### src/rtl/raster_scheduler.sv
// Frame sequencer: clears framebuffer/Z-buffer, dispatches triangles to the
// rasterizer one at a time, muxes the BRAM write ports and handshakes the buffer swap.
module raster_scheduler #(
  parameter int         FB_W     = 320,
  parameter int         FB_H     = 240,
  parameter int         FB_DEPTH = FB_W * FB_H,
  parameter logic [7:0] CLEAR_Z  = 8'hFF
) (
  input  logic        clk,
  input  logic        rst,
  input  logic        frame_start,
  input  logic [7:0]  bg_color,
  input  logic        frame_end,
  output logic        frame_done,
  output logic        busy,
  input  logic        tri_valid,
  output logic        tri_ready,
  output logic        rast_start,
  input  logic        rast_done,
  input  logic        r_fb_we,
  input  logic [16:0] r_fb_addr,
  input  logic [7:0]  r_fb_din,
  input  logic        r_zb_we,
  input  logic [16:0] r_zb_addr,
  input  logic [7:0]  r_zb_din,
  output logic        fb_we,
  output logic [16:0] fb_addr,
  output logic [7:0]  fb_din,
  output logic        zb_en,
  output logic        zb_we,
  output logic [16:0] zb_addr,
  output logic [7:0]  zb_din,
  output logic        swap_req,
  input  logic        swap_ack,
  output logic [15:0] tri_count,
  output logic        cmd_err
);

  typedef enum logic [2:0] {
    S_IDLE,
    S_CLEAR,
    S_READY,
    S_RASTER,
    S_SWAP
  } state_t;

  localparam logic [16:0] LAST_ADDR = 17'(FB_DEPTH - 1);

  state_t      state_q, state_d;
  logic        clr_we_q;
  logic [16:0] fb_addr_q, zb_addr_q;
  logic [7:0]  fb_din_q, zb_din_q;
  logic        rast_start_q, frame_done_q, end_pending_q, cmd_err_q;
  logic [15:0] tri_count_q;
  logic        last_clear, in_raster;

  // During CLEAR the framebuffer address register doubles as the clear counter.
  assign last_clear = (fb_addr_q == LAST_ADDR);
  assign in_raster  = (state_q == S_RASTER);

  // NOTE: every sequential block uses non-blocking assignments so all registers
  // update together from pre-edge values, independent of statement order.
  always_ff @(posedge clk or negedge rst) begin
    if (!rst) state_q <= S_IDLE;
    else      state_q <= state_d;
  end

  // NOTE: state_d gets its default before the case so no path leaves it
  // unassigned, which would otherwise infer a latch.
  always_comb begin
    state_d = state_q;
    case (state_q)
      S_IDLE:   if (frame_start) state_d = S_CLEAR;
      S_CLEAR:  if (last_clear) state_d = S_READY;
      S_READY: begin
        if (tri_valid)      state_d = S_RASTER;
        else if (frame_end) state_d = S_SWAP;
      end
      S_RASTER: if (rast_done) state_d = (end_pending_q || frame_end) ? S_SWAP : S_READY;
      S_SWAP:   if (swap_ack) state_d = S_IDLE;
      default:  state_d = S_IDLE;
    endcase
  end

  always_ff @(posedge clk or negedge rst) begin
    if (!rst) begin
      clr_we_q      <= 1'b0;
      fb_addr_q     <= '0;
      zb_addr_q     <= '0;
      fb_din_q      <= '0;
      zb_din_q      <= '0;
      rast_start_q  <= 1'b0;
      frame_done_q  <= 1'b0;
      end_pending_q <= 1'b0;
      tri_count_q   <= '0;
      cmd_err_q     <= 1'b0;
    end else begin
      rast_start_q <= (state_q == S_READY) && tri_valid;
      frame_done_q <= (state_q == S_SWAP) && swap_ack;
      case (state_q)
        S_IDLE: begin
          if (frame_start) begin
            clr_we_q      <= 1'b1;
            fb_addr_q     <= '0;
            zb_addr_q     <= '0;
            fb_din_q      <= bg_color;
            zb_din_q      <= CLEAR_Z;
            tri_count_q   <= '0;
            end_pending_q <= 1'b0;
          end
          if (frame_end) cmd_err_q <= 1'b1;
        end
        S_CLEAR: begin
          if (last_clear) begin
            clr_we_q <= 1'b0;
          end else begin
            fb_addr_q <= fb_addr_q + 17'd1;
            zb_addr_q <= zb_addr_q + 17'd1;
          end
          if (frame_start || frame_end) cmd_err_q <= 1'b1;
        end
        S_READY: begin
          if (tri_valid && frame_end) end_pending_q <= 1'b1;
        end
        S_RASTER: begin
          // Track the pass-through values so the ports hold them once RASTER ends.
          fb_addr_q <= r_fb_addr;
          fb_din_q  <= r_fb_din;
          zb_addr_q <= r_zb_addr;
          zb_din_q  <= r_zb_din;
          if (frame_end) end_pending_q <= 1'b1;
          if (rast_done && tri_count_q != 16'hFFFF) tri_count_q <= tri_count_q + 16'd1;
          if (frame_start) cmd_err_q <= 1'b1;
        end
        S_SWAP: begin
          if (frame_start) cmd_err_q <= 1'b1;
        end
        default: ;
      endcase
    end
  end

  // Rasterizer owns the BRAM ports combinationally in RASTER to keep its read timing.
  assign fb_we   = in_raster ? r_fb_we   : clr_we_q;
  assign fb_addr = in_raster ? r_fb_addr : fb_addr_q;
  assign fb_din  = in_raster ? r_fb_din  : fb_din_q;
  assign zb_en   = in_raster | clr_we_q;
  assign zb_we   = in_raster ? r_zb_we   : clr_we_q;
  assign zb_addr = in_raster ? r_zb_addr : zb_addr_q;
  assign zb_din  = in_raster ? r_zb_din  : zb_din_q;

  assign tri_ready  = (state_q == S_READY);
  assign busy       = (state_q != S_IDLE);
  assign swap_req   = (state_q == S_SWAP);
  assign rast_start = rast_start_q;
  assign frame_done = frame_done_q;
  assign tri_count  = tri_count_q;
  assign cmd_err    = cmd_err_q;

endmodule

### config.mk
export PLATFORM = sky130hd
export DESIGN_NAME = raster_scheduler
export DESIGN_NICKNAME = d
export VERILOG_FILES = /design/src/rtl/raster_scheduler.sv
export SDC_FILE = /design/constraint.sdc
export NUM_CORES = 1
export LEC_CHECK = 0
export BUFFER_PORTS_ARGS = -buffer_cell sky130_fd_sc_hd__clkbuf_2
export CAP_MARGIN = 5
export CORE_ASPECT_RATIO = 0.75
export CORE_MARGIN = 2
export CORE_UTILIZATION = 39
export CTS_BUF_LIST = sky130_fd_sc_hd__clkbuf_8
export DETAILED_ROUTE_END_ITERATION = 10
export GPL_TIMING_DRIVEN = 0
export PLACE_DENSITY = 0.65
export SYNTH_ARGS = -nofsm -noshare
export SYNTH_HDL_FRONTEND = slang
export SYNTH_SLANG_ARGS = --single-unit
### constraint.sdc
create_clock -name clk -period 2 [get_ports clk]
set_input_delay 0.4 -clock clk [delete_from_list [all_inputs] [get_ports clk]]
set_output_delay 0.4 -clock clk [all_outputs]
set_load 0.03 [all_outputs]
==> metrics.txt <==
Tmin final=2360 ps; post-layout instance area=between 8000 and 9000 um^2; RSZ-0062 raised after global routing=yes; Yosys top cell area share=38.3%; CTS root buf=clkbuf_8; post-route DRC violation count=0; share of cells above drive strength 1=56.1%; Synth Flop Type=dfrtp_1; Max IR drop VDD=around 0.99 mV; Syn Nets=679; Die ar.=approximately 13000 um^2; final wirelength=21700 um; critical path startpoint category=register; Critical Path Fanout Max=10; synth warn=0; maximum clock path buffer count=2; Logic pwr share=75.5%; pre-CTS setup slack=-561 ps; Reg power frac=16.8%; DP Wirelength=between 10000 and 15000 um; vias per cell=between 6 and 7; initial antenna violation count=0; vias in the first global route=5523; first-pass GRT wire length=29400 um; IO buf count=141; mapped cell area=4830 um^2; worst min path class=input pin to async pin; TNS Setup=-18870 ps; hold_ws=between 5 and 6 ps; CP Data Arrival Time=a little under 2000 ps; Synth area leader=dfrtp_1; Worst slew margin=66.2%; violated checks=negative setup slack; leakage power=between 4 and 5 nW; fin. max-slew vios=0; Slew @ Worst Pin=507 ps; P&R area growth vs syn=80.2%; Clock Latency Late Sink=380 ps; type of the worst setup path=register to output port; I/O pin total=142; Total Power=15.2 mW; post-synth cell types=69; Req. time, crit path=1600 ps; via count=6199; Die W=133 um; Initial Utilization=39.7%; outcome=complete, but fails checks; Worst-path clk slew=80 ps; Net Sw Frac=47.8%; Tot GR Track Use=28.4%; EDFF count, synth=0; # rows=35; core area=between 10000 and 15000 um^2; Worst R2R Path Depth=7; antenna viol nets, final=0; Filler cells=865; total congestion overflow=0; ratio of total power to cell area=1740 nW/um^2; CTS HTree Levels=3; area post-placement=~5800 um^2; Max Clock Skew=10.6 ps; Synth area leaders=dfrtp_1, nand2_1, o21ai_0, a21oi_1, a22o_1; Final Wtd Congestion=0.906; asr flop ratio synth=between 90% and 100%; Hold Fails Final Rpt=0; setup slack after layout=-357 ps; Final nets=922; register area share after synthesis=38.3%; Finished Core Util=71.6%; fin cells=1023; DP Cell Count=between 900 and 1000; initial detailed-routing violation count=595; Achievable Freq=roughly 420 MHz; NetSw=7.27 mW; pin count of the biggest net entering global routing=45; # clock sinks=74; Hold Buf Count CTS=0; CTS Buf Count=9; Syn Inst Count=just over 600; max-cap viol count=0; Yosys reg bits=74; Clock power frac=7.8%; number of diodes=0; 1st-pass router iterations=6; Internal=7.93 mW; Crit. End Element=output port; period utilization=118%; syn avg cell area=7.94 um^2; Die Ht=100 um; average wire per standard cell=21.2 um; CTS tree=built; Final Setup Violations=72
[area by class of cell]
cell class              instances  area (um^2)  area share, %
multi-input cells             486         3720           42.6
repair buffers                233         2160           24.8
flip-flops and latches         74         1860           21.4
plain buffers                  40          552           6.33
well taps                     166          208           2.38
clock buffers                   9          124           1.42
clock inverters                 7         61.3          0.704
inverters                       8         30.0          0.345
[metal layers]
| layer | part of all wire [%] | GRT usage, % | up-vias | wire length, um |
|---|---|---|---|---|
| li1 | - | - | 2711 | - |
| met1 | 41 | 38.3 | 3031 | 8800 |
| met2 | 47 | 44.0 | 397 | 10200 |
| met3 | 9.4 | 7.58 | 60 | 2030 |
| met4 | 3.1 | 10.4 | 0 | 673 |
| met5 | 0 | 0 | - | 0 |
[final timing paths]
path,startpoint,to,slack (ps)
min reg2reg,cmd_err,cmd_err,490
max in group asynchronous,rst,fb_addr_q[9],1360
max reg2reg,state_q[2],fb_addr_q[15],-210
min,rst,frame_done,6
max,state_q[1],zb_addr[10],-360
min in group clk,r_zb_din[2],zb_din_q[2],240
[cells in the final DEF (no fill, tap or decap), types with 4 or more instances in the layout]
master	count
o21ai_2	4
a41oi_1	4
a21oi_1	27
and4_1	6
buf_6	17
nand2_4	61
buf_12	9
clkinv_2	4
nand4_1	13
o31ai_1	6
nor2_1	17
o31ai_4	4
a21o_1	4
o21ai_0	37
nand3_1	16
mux2i_1	10
inv_1	8
nor2_2	4
a22oi_1	6
buf_4	76
buf_8	50
clkbuf_8	23
dfrtp_2	9
o21ai_1	8
nand2_1	65
a22o_1	14
nand2_2	58
o31ai_2	9
and3_1	6
nor2_4	4
a31oi_1	7
o211ai_1	10
clkbuf_16	11
dfrtp_1	65
clkbuf_2	86
[cells by family after synthesis]
logic type / after synthesis / synth area share [%]
flip-flops: 74 / 38.3
AND/OR/NAND/NOR: 295 / 28.8
multiplexers: 14 / 3.08
buffers and inverters: 49 / 4.89
adder cells (fa/ha/maj): 3 / 0.776
AO/OA/AOI/OAI: 174 / 24.2
[state kept, by name, summed over array words and instances (netlist names)]
signal	count
fb_addr_q	17
zb_addr_q	17
tri_count	16
fb_din_q	8
zb_din_q	8
state_q	3
clr_we_q	1
cmd_err	1
end_pending_q	1
frame_done	1
rast_start	1
[cells in the mapped netlist, types with 3 or more instances]
| master | instances |
|---|---|
| and4_1 | 6 |
| nand4_1 | 13 |
| o21ai_0 | 46 |
| nor3_1 | 3 |
| buf_6 | 3 |
| buf_1 | 5 |
| dfrtp_1 | 74 |
| ha_1 | 3 |
| and4b_1 | 3 |
| o211ai_1 | 10 |
| o22ai_1 | 4 |
| and3_1 | 6 |
| nor3b_1 | 3 |
| mux2_2 | 3 |
| o31ai_1 | 16 |
| nand3_1 | 18 |
| a31oi_1 | 7 |
| a22o_1 | 14 |
| a22oi_1 | 6 |
| and2_1 | 5 |
| mux2i_1 | 10 |
| buf_2 | 15 |
| nor4_2 | 3 |
| a41oi_1 | 4 |
| o31ai_2 | 3 |
| buf_4 | 3 |
| clkbuf_1 | 15 |
| inv_1 | 8 |
| or3_1 | 3 |
| a221o_1 | 3 |
| nand2_1 | 186 |
| a21oi_1 | 28 |
| o311ai_1 | 5 |
| o21ai_1 | 5 |
| nor2_1 | 24 |
| a21o_1 | 4 |
[worst max-delay path, stage by stage (launching register included)]
cell      delay [ps]
dfrtp_1          450
clkbuf_8         160
nand3b_1         240
buf_4            240
buf_12           140
a21o_1           180
clkbuf_8         150
[repair_timing]
item,CTS,global route
setup endpoints to repair,102,101
gates cloned,6,7
pin swaps,28,58
resized for setup,281,255
buffers inserted,39,39
[power groups by stage]
stage | Sequential [mW] | Combinational (mW) | Clock [mW]
floorplan | 2.40 | 4.26 | 0
global placement | 2.42 | 6.02 | 0
detailed placement | 2.44 | 6.12 | 0
CTS | 2.44 | 8.86 | 1.18
global route | 2.59 | 12.0 | 1.26
finish | 2.55 | 11.5 | 1.18
Note: power is estimated with default switching activity, not from simulation.
